[src/rtl/nn_scan_pkg.sv]
// Shared types and helpers for the neuron weight/bias scan-chain loader.
package nn_scan_pkg;

   typedef enum logic [1:0] {ST_IDLE, ST_LOAD, ST_VERIFY, ST_DONE} scan_ld_st_e;

   localparam int CSUM_W_DEFAULT = 16;

   // Each neuron contributes its weights, its bias and its scan_do output register.
   function automatic int scan_chain_depth(input int num_neurons, input int num_inputs);
      return num_neurons * (num_inputs + 2);
   endfunction

endpackage

[src/rtl/scan_csum_acc.sv]
// Additive checksum accumulator (mod 2^CsumWidth, data zero-extended).
module scan_csum_acc #(
   parameter int DataWidth = 8,
   parameter int CsumWidth = 16
) (
   input  logic                 clk_i,
   input  logic                 reset_ni,
   input  logic                 i_clear,
   input  logic                 i_en,
   input  logic [DataWidth-1:0] i_data,
   output logic [CsumWidth-1:0] o_sum
);

   logic [CsumWidth-1:0] r_sum;

   always_ff @(posedge clk_i or negedge reset_ni) begin
      if (!reset_ni) begin
         r_sum <= '0;
      end else if (i_clear) begin
         r_sum <= '0;
      end else if (i_en) begin
         r_sum <= r_sum + CsumWidth'(i_data);
      end
   end

   assign o_sum = r_sum;

endmodule

[src/rtl/weight_scan_loader.sv]
// Stream-to-scan-chain feeder: one shift per accepted word, length check, done/error reporting.
// Define SCAN_READBACK_EN to add a checksum-verified recirculation pass after a good load.
module weight_scan_loader
   import nn_scan_pkg::*;
#(
   parameter int WeigthsWidth = 8,
   parameter int NumNeurons   = 4,
   parameter int NumInputs    = 4,
   parameter int ChainDepth   = scan_chain_depth(NumNeurons, NumInputs),
   parameter int CsumWidth    = CSUM_W_DEFAULT
) (
   input  logic                             clk_i,
   input  logic                             reset_ni,
   input  logic                             load_start_i,
   input  logic                             s_valid_i,
   output logic                             s_ready_o,
   input  logic [WeigthsWidth-1:0]          s_data_i,
   input  logic                             s_last_i,
   output logic                             shift_o,
   output logic [WeigthsWidth-1:0]          scan_do,
   input  logic [WeigthsWidth-1:0]          scan_di,
   output logic                             busy_o,
   output logic                             done_o,
   output logic                             err_o,
   output logic [$clog2(ChainDepth+1)-1:0]  word_cnt_o
);

   localparam int CntW = $clog2(ChainDepth + 1);

   scan_ld_st_e             r_state, w_state_nxt;
   logic [CntW-1:0]         r_word_cnt;
   logic [CntW-1:0]         w_cnt_inc;
   logic                    w_cnt_full;
   logic                    r_err;
   logic                    w_err_set;
   logic                    w_start;
   logic                    w_accept;
   logic [WeigthsWidth-1:0] r_scan_hold;
   logic [CsumWidth-1:0]    w_csum;

   assign w_start    = load_start_i && (r_state == ST_IDLE);
   assign s_ready_o  = (r_state == ST_LOAD);
   assign w_accept   = s_valid_i && s_ready_o;
   assign w_cnt_inc  = r_word_cnt + 1'b1;
   assign w_cnt_full = (w_cnt_inc == CntW'(ChainDepth));
   assign busy_o     = (r_state != ST_IDLE);
   assign done_o     = (r_state == ST_DONE);
   assign err_o      = r_err;
   assign word_cnt_o = r_word_cnt;

   scan_csum_acc #(.DataWidth(WeigthsWidth), .CsumWidth(CsumWidth)) u_csum (
      .clk_i    (clk_i),
      .reset_ni (reset_ni),
      .i_clear  (w_start),
      .i_en     (w_accept),
      .i_data   (s_data_i),
      .o_sum    (w_csum)
   );

`ifdef SCAN_READBACK_EN
   logic [CntW-1:0]      r_vfy_cnt;
   logic                 w_vfy_load;
   logic                 w_vfy_active;
   logic [CsumWidth-1:0] w_rcsum;
   logic [CsumWidth-1:0] w_rcsum_final;

   assign w_vfy_active  = (r_state == ST_VERIFY);
   // The last recirculated word is folded in combinationally so the compare lands on the final shift.
   assign w_rcsum_final = w_rcsum + CsumWidth'(scan_di);

   scan_csum_acc #(.DataWidth(WeigthsWidth), .CsumWidth(CsumWidth)) u_rcsum (
      .clk_i    (clk_i),
      .reset_ni (reset_ni),
      .i_clear  (w_start),
      .i_en     (w_vfy_active),
      .i_data   (scan_di),
      .o_sum    (w_rcsum)
   );

   always_ff @(posedge clk_i or negedge reset_ni) begin
      if (!reset_ni) begin
         r_vfy_cnt <= '0;
      end else if (w_vfy_load) begin
         r_vfy_cnt <= CntW'(ChainDepth - 1);
      end else if (w_vfy_active) begin
         r_vfy_cnt <= r_vfy_cnt - 1'b1;
      end
   end
`else
   logic w_unused_scan_di;
   assign w_unused_scan_di = ^scan_di;
`endif

   always_comb begin
      w_state_nxt = r_state;
      w_err_set   = 1'b0;
`ifdef SCAN_READBACK_EN
      w_vfy_load  = 1'b0;
`endif
      case (r_state)
         ST_IDLE: begin
            if (load_start_i) w_state_nxt = ST_LOAD;
         end
         ST_LOAD: begin
            if (w_accept) begin
               if (s_last_i && w_cnt_full) begin
`ifdef SCAN_READBACK_EN
                  w_state_nxt = ST_VERIFY;
                  w_vfy_load  = 1'b1;
`else
                  w_state_nxt = ST_DONE;
`endif
               end else if (s_last_i || w_cnt_full) begin
                  w_err_set   = 1'b1;
                  w_state_nxt = ST_DONE;
               end
            end
         end
`ifdef SCAN_READBACK_EN
         ST_VERIFY: begin
            if (r_vfy_cnt == '0) begin
               w_err_set   = (w_rcsum_final != w_csum);
               w_state_nxt = ST_DONE;
            end
         end
`endif
         ST_DONE: begin
            w_state_nxt = ST_IDLE;
         end
         default: begin
            w_state_nxt = ST_IDLE;
         end
      endcase
   end

   // Zero-latency stream mux; scan_do holds its last driven word when not shifting.
   always_comb begin
      shift_o = w_accept;
      scan_do = r_scan_hold;
      if (w_accept) scan_do = s_data_i;
`ifdef SCAN_READBACK_EN
      if (w_vfy_active) begin
         shift_o = 1'b1;
         scan_do = scan_di;
      end
`endif
   end

   always_ff @(posedge clk_i or negedge reset_ni) begin
      if (!reset_ni) begin
         r_state     <= ST_IDLE;
         r_word_cnt  <= '0;
         r_err       <= 1'b0;
         r_scan_hold <= '0;
      end else begin
         r_state <= w_state_nxt;
         if (w_start) begin
            r_word_cnt <= '0;
            r_err      <= 1'b0;
         end else begin
            if (w_accept)  r_word_cnt <= w_cnt_inc;
            if (w_err_set) r_err      <= 1'b1;
         end
         if (shift_o) r_scan_hold <= scan_do;
      end
   end

endmodule
[config.mk]
export PLATFORM = sky130hd
export DESIGN_NAME = weight_scan_loader
export DESIGN_NICKNAME = d
export VERILOG_FILES = /design/src/rtl/nn_scan_pkg.sv /design/src/rtl/scan_csum_acc.sv /design/src/rtl/weight_scan_loader.sv
export SDC_FILE = /design/constraint.sdc
export NUM_CORES = 1
export LEC_CHECK = 0
export ABC_AREA = 1
export CAP_MARGIN = 10
export CORE_ASPECT_RATIO = 0.75
export CORE_UTILIZATION = 45
export CTS_CLUSTER_DIAMETER = 150
export DETAILED_ROUTE_END_ITERATION = 12
export DONT_BUFFER_PORTS = 1
export PLACE_DENSITY = 0.59
export SLEW_MARGIN = 20
export SYNTH_ARGS = -nofsm -noshare
export SYNTH_HDL_FRONTEND = slang
export SYNTH_SLANG_ARGS = --single-unit
[constraint.sdc]
create_clock -name clk_i -period 1.9 [get_ports clk_i]
set_input_delay 0.38 -clock clk_i [delete_from_list [all_inputs] [get_ports clk_i]]
set_output_delay 0.38 -clock clk_i [all_outputs]
set_load 0.03 [all_outputs]
==> impl_metrics.env, run 1 <==
export IMPL_fin_nets=147
export IMPL_post_route_period_util_pct=96.90
export IMPL_cp_num_buf_inv=2
export IMPL_status="complete, no violations"
export IMPL_die_area_um2=2187
export IMPL_grt_max_degree=17
export IMPL_relSlewSlack_pct=49.79
export IMPL_antenna_found_initial=0
export IMPL_drive_above_1_share_pct=28.69
export IMPL_hold_slack_ps=206.6
export IMPL_clk_latency_ps=290
export IMPL_cp_arrival_ps=1460
export IMPL_synth_simple_gate_area_share_pct=41.53
export IMPL_ir_drop_mv=0.9943
export IMPL_worst_pin_slew_ps=750.6
export IMPL_maxSlewViolCount=0
export IMPL_start_util_pct=49.90
export IMPL_hold_viol_final=0
export IMPL_synth_seq_cells=16
export IMPL_diodes=0
export IMPL_synth_mux_area_share_pct=0
export IMPL_syn_num_nets=137
export IMPL_ff_latch_area_um2=400.4
export IMPL_stdcell_count=144
export IMPL_synth_compound_area_share_pct=1.806
export IMPL_die_w_um=53.67
export IMPL_cts_reportedPaths_clkPinSlew_ps=110
export IMPL_cp_data_required_time_ps=1520
export IMPL_synthXorXnorAreaFrac_pct=0
export IMPL_critPathLaunchType="register"
export IMPL_drt_wl_total_um=1746
export IMPL_hp_class="in2reg"
export IMPL_critPathKind="reg2out"
export IMPL_die_h_um=40.75
export IMPL_cts_sinks=16
export IMPL_fmax_mhz=543.2
export IMPL_cp_cell_sequence="inv_2 -> nand2_2 -> nor2_4 -> buf_12 -> nand2_2 -> nand2_1"
export IMPL_drc=0
export IMPL_seq_area_frac_synth_pct=44.44
export IMPL_syn_inst=113
export IMPL_maxCapViolCount=0
export IMPL_via_per_inst=5.049
export IMPL_place_area_um2=945.9
export IMPL_drt_pass1_iter_count=4
export IMPL_setup_viol=0
export IMPL_worst_path_max_fanout=9
export IMPL_synth_cell_type_count=17
export IMPL_cts_root_buf="clkbuf_4"
export IMPL_yosys_warnings=0
export IMPL_dpl_cell_count=138
export IMPL_globalplace_congestion=0.7560
export IMPL_syn_avg_cell_area_um2=7.972
export IMPL_synth_fa_ha_area_share_pct=4.167
export IMPL_cp_common_cell="nand2_2"
export IMPL_leakage_nw=0.5660
export IMPL_coreArea_um2=1805
export IMPL_dp_hpwl_um=1237
export IMPL_grt_pass1_vias=620
export IMPL_h_tree_depth=1
export IMPL_fill_cells=171
export IMPL_clk_path_buf_depth=2
export IMPL_ios=39
export IMPL_cts_made_buffers=3
export IMPL_globalRouteOverflowTotal=0
export IMPL_postRouteAntennaNets=0
export IMPL_cpMaxStageDelayCell="dfrtp_1"
export IMPL_max_stage_delay_ps=440
export IMPL_totalPowerFinal_mw=1.725
export IMPL_cts_tree="done"
export IMPL_drtIter0Drc=9
export IMPL_design_area_um2=1022
export IMPL_syn2layout_area_growth_pct=13.47
export IMPL_grt_pass1_wl_um=2718
export IMPL_power_density_nw_per_um2=1688
export IMPL_multiInputGateArea_um2=437.9
export IMPL_crit_path_end_kind="output pin"
export IMPL_rows=13
export IMPL_synth_top_family_by_area="simple AND/OR/NAND/NOR gates"
export IMPL_finalCriticalPeriod_ps=1841
export IMPL_track_usage_pct=18.43
export IMPL_skew_ps=16.74
export IMPL_syn_area_um2=900.9
export IMPL_crit_family="simple AND/OR/NAND/NOR gates"
export IMPL_routedWlPerCell_um=12.13
export IMPL_vias=727
export IMPL_port_buffers=0
[registers in the layout (all words and copies together), names as in the netlist]
register and flops:
err_o 1, r_scan_hold 8, r_state 2, word_cnt_o 5
[power by group]
part           switching, mW  total (mW)  internal, mW
Combinational          0.659       0.909         0.250
Clock                  0.113       0.230         0.117
Sequential             0.110       0.586         0.476
Total                  0.883        1.73         0.843
[cells by family after synthesis]
logic type	Yosys count
flip-flops	16
adder cells (fa/ha/maj)	3
buffers and inverters	15
AND/OR/NAND/NOR	77
AO/OA/AOI/OAI	2
[cell usage after synthesis (all sizes together)]
master / number / area, µm²
buf: 3 / 27.52
nand3b: 1 / 7.510
nand2: 57 / 249.0
nand3: 13 / 75.07
a21boi: 1 / 7.510
nand4: 2 / 12.51
a21oi: 1 / 8.760
inv: 12 / 45.04
dfrtp: 16 / 400.4
nor2: 4 / 30.03
ha: 3 / 37.54
[worst reg2reg max path: cells and delay by family (launching register included)]
| kind | cells | cell delay, ps |
|---|---|---|
| AND/OR/NAND/NOR | 6 | 540 |
| adder cells (fa/ha/maj) | 2 | 510 |
| flip-flops | 1 | 370 |
| AO/OA/AOI/OAI | 1 | 130 |
[placed cells by master (no fill, tap or decap), drive strengths merged]
master        n
buf           7
nand2        57
a21boi        1
nand3        13
nor2          4
nand4         2
dlygate4sd3   1
dfrtp        16
nand3b        1
a21oi         1
ha            3
inv          12
clkbuf        4
[final timing paths]
| check | start | to | slack, ps | cells past startpoint |
|---|---|---|---|---|
| setup / recovery | r_state[1]$_DFFE_PN0P_ | scan_do[3] | 60 | 6 |
| hold / removal | s_data_i[4] | r_scan_hold[4]$_DFFE_PN0P_ | 210 | 2 |
| setup reg to reg | word_cnt_o[0]$_DFFE_PN0P_ | err_o$_DFFE_PN0P_ | 260 | 9 |
| hold reg to reg | r_scan_hold[5]$_DFFE_PN0P_ | r_scan_hold[5]$_DFFE_PN0P_ | 480 | 2 |
| max in group asynchronous | reset_ni | r_scan_hold[0]$_DFFE_PN0P_ | 830 | 1 |
| min in group asynchronous | reset_ni | r_state[1]$_DFFE_PN0P_ | 580 | 1 |
[through the flow]
| step | setup WS [ps] | util (%) | TNS [ps] |
|---|---|---|---|
| finish | 58.90 | 56.62 | 0 |
| global route | -3.482 | 56.62 | -3.956 |
| CTS | 8.267 | 55.23 | 0 |
| detailed placement | 293.3 | 52.39 | 0 |
| global placement | 320.4 | 52.39 | 0 |
| floorplan | 206.6 | - | 0 |
[per-layer routing]
layer  share of wire, %  track usage (%)  up-vias
met1                 46            23.20      339
met2                 49            29.63       19
met3                4.6            7.778        2
met4               0.52            3.947        0
li1                   -                -      367
met5                  0                0        -
[repair_timing]
action,CTS,global route
endpoints found under the setup margin,2,9
hold buffers,1,0
hold endpoints to repair,16,0
setup buffers,0,1
gates cloned,0,0
pin swaps,0,1
gates resized for setup,2,2
[final cells by class]
cell class / instances / share of cell area, %
multi-input combinational: 82 / 42.84
sequential: 16 / 39.17
timing repair buffer: 8 / 7.344
inverter: 12 / 4.406
clock buffer: 4 / 3.550
tap: 22 / 2.693
Note: power is estimated with default switching activity, not from simulation.
==> run 2: changes to the inputs <==
- GPL_ROUTABILITY_DRIVEN: not set -> 0
- SKIP_LAST_GASP: not set -> 1
- clock period: 1.9 -> 2 ns (I/O delays scaled with it)
==> impl_metrics.env, run 2 (synthesized netlist as in run 1, its figures left out) <==
export IMPL_status="complete, no violations"
export IMPL_critPathLaunchType="register"
export IMPL_holdPathStages=2
export IMPL_crit_family="simple AND/OR/NAND/NOR gates"
export IMPL_finalCriticalPeriod_ps=1905
export IMPL_cts_root_buf="clkbuf_4"
export IMPL_cp_data_required_time_ps=1600
export IMPL_cts_sinks=16
export IMPL_port_buffers=0
export IMPL_utilization_pct=55.23
export IMPL_antenna_found_initial=0
export IMPL_fill_cells=167
export IMPL_ir_drop_mv=0.9159
export IMPL_hold_viol_final=0
export IMPL_routedWlPerCell_um=12.51
export IMPL_grt_max_degree=17
export IMPL_p_seq_share_pct=34.4
export IMPL_cp_common_cell="nand2_2"
export IMPL_drive_above_1_share_pct=26.45
export IMPL_start_util_pct=49.90
export IMPL_cts_reportedPaths_clkPinSlew_ps=100
export IMPL_totalPowerFinal_mw=1.603
export IMPL_drt_wl_total_um=1789
export IMPL_dp_hpwl_um=1306
export IMPL_diodes=0
export IMPL_cpMaxStageDelayCell="dfrtp_1"
export IMPL_syn2layout_area_growth_pct=10.69
export IMPL_cts_tree="done"
export IMPL_cts_made_buffers=3
export IMPL_rsz0062_at_grt="no"
export IMPL_clk_path_buf_depth=2
export IMPL_mostFrequentLayoutCells="43 x nand2_1, 16 x dfrtp_1, 13 x nand2_2"
export IMPL_setup_tns_ps=0
export IMPL_die_w_um=53.67
export IMPL_skew_ps=2.283
export IMPL_cp_cell_sequence="inv_2 -> nand2_2 -> nor2_4 -> nand2_2 -> nand2_1"
export IMPL_grt_pass1_wl_um=2884
export IMPL_coreArea_um2=1805
export IMPL_ff_latch_area_um2=400.4
export IMPL_p_sw_mw=0.8309
export IMPL_cp_arrival_ps=1500
export IMPL_critPathKind="reg2out"
export IMPL_p_comb_share_pct=51.9
export IMPL_grt_pass1_vias=653
export IMPL_hp_class="in2reg"
export IMPL_intPower_mw=0.7723
export IMPL_globalRouteOverflowTotal=0
export IMPL_setup_viol=0
export IMPL_worst_pin_slew_ps=749.0
export IMPL_h_tree_depth=1
export IMPL_ios=39
export IMPL_layout_commonest_cell="nand2_1"
export IMPL_max_stage_delay_ps=440
export IMPL_dpl_cell_count=138
export IMPL_crit_path_end_kind="output pin"
export IMPL_maxCapViolCount=0
export IMPL_regMostFlops="r_scan_hold"
export IMPL_rows=13
export IMPL_largest_reg_flops=8
export IMPL_fmax_mhz=525.0
export IMPL_power_density_nw_per_um2=1608
export IMPL_via_per_inst=5.119
export IMPL_clk_latency_ps=290
export IMPL_stdcell_count=143
export IMPL_drc=0
export IMPL_cp_depth=5
export IMPL_p_sw_share_pct=51.83
export IMPL_worst_path_max_fanout=9
export IMPL_drtIter0Drc=7
export IMPL_leakage_nw=0.5575
export IMPL_multiInputGateArea_um2=432.9
export IMPL_track_usage_pct=19.77
export IMPL_vias=732
export IMPL_drt_pass1_iter_count=4
export IMPL_fin_nets=146
export IMPL_post_route_period_util_pct=95.23
export IMPL_relSlewSlack_pct=49.90
export IMPL_ff2ff_path_depth=9
export IMPL_cp_num_buf_inv=1
export IMPL_pwr_share_clk_pct=13.7
export IMPL_die_h_um=40.75
export IMPL_postRouteAntennaNets=0
export IMPL_maxSlewViolCount=0
export IMPL_die_area_um2=2187
==> run 2: changes by cell type in the layout (fill, tap and decap cells not counted) <==
cell,previous run,this run
nand2_1,41,43
nand2_2,15,13
buf_12,1,0
==> run 2: worst paths after layout <==
path / start / slack, ps / end
max: r_state[1]$_DFFE_PN0P_ / 100 / scan_do[0]
min: s_data_i[5] / 210 / r_scan_hold[5]$_DFFE_PN0P_
max reg2reg: word_cnt_o[0]$_DFFE_PN0P_ / 390 / err_o$_DFFE_PN0P_
min reg2reg: r_scan_hold[1]$_DFFE_PN0P_ / 480 / r_scan_hold[1]$_DFFE_PN0P_
max in group asynchronous: reset_ni / 920 / r_state[0]$_DFFE_PN0P_
min in group asynchronous: reset_ni / 610 / word_cnt_o[4]$_DFFE_PN0P_
==> run 2: repair_timing <==
action                                 in CTS  in global routing
endpoints found under the hold margin      16                  0
setup endpoints to repair                   0                  2
hold buffers                                1                  0
gates resized for setup                     0                  2
buffers inserted                            0                  0
==> run 2: stage by stage <==
step,setup WS (ps),hold slack [ps],area [µm²]
floorplan,306.6,104.4,900.9
global placement,394.8,104.8,945.9
detailed placement,352.4,104.7,945.9
CTS,19.62,202.8,992.2
global route,4.696,202.6,997.2
finish,95.40,212.4,997.2
==> run 2: metal layers <==
layer | vias up | global-route usage (%) | part of all wire (%)
li1 | 363 | - | -
met4 | 0 | 4.605 | 0.34
met1 | 345 | 23.76 | 45
met3 | 2 | 8.519 | 5.8
met5 | - | 0 | 0
met2 | 22 | 33.02 | 49
==> run 2: final cells by class <==
cell class | instances | area share (%)
multi-input combinational | 82 | 43.41
sequential | 16 | 40.15
timing repair buffer | 7 | 5.521
inverter | 12 | 4.517
clock buffer | 4 | 3.639
tap | 22 | 2.760
==> run 2: power groups by stage <==
stage | clock, mW | sequential [mW] | combinational, mW
6_report | 0.220 | 0.552 | 0.832
5_1_grt | 0.245 | 0.567 | 0.902
4_1_cts | 0.226 | 0.550 | 0.833
3_5_place_dp | 0 | 0.557 | 0.823
3_3_place_gp | 0 | 0.554 | 0.808
2_1_floorplan | 0 | 0.609 | 0.636
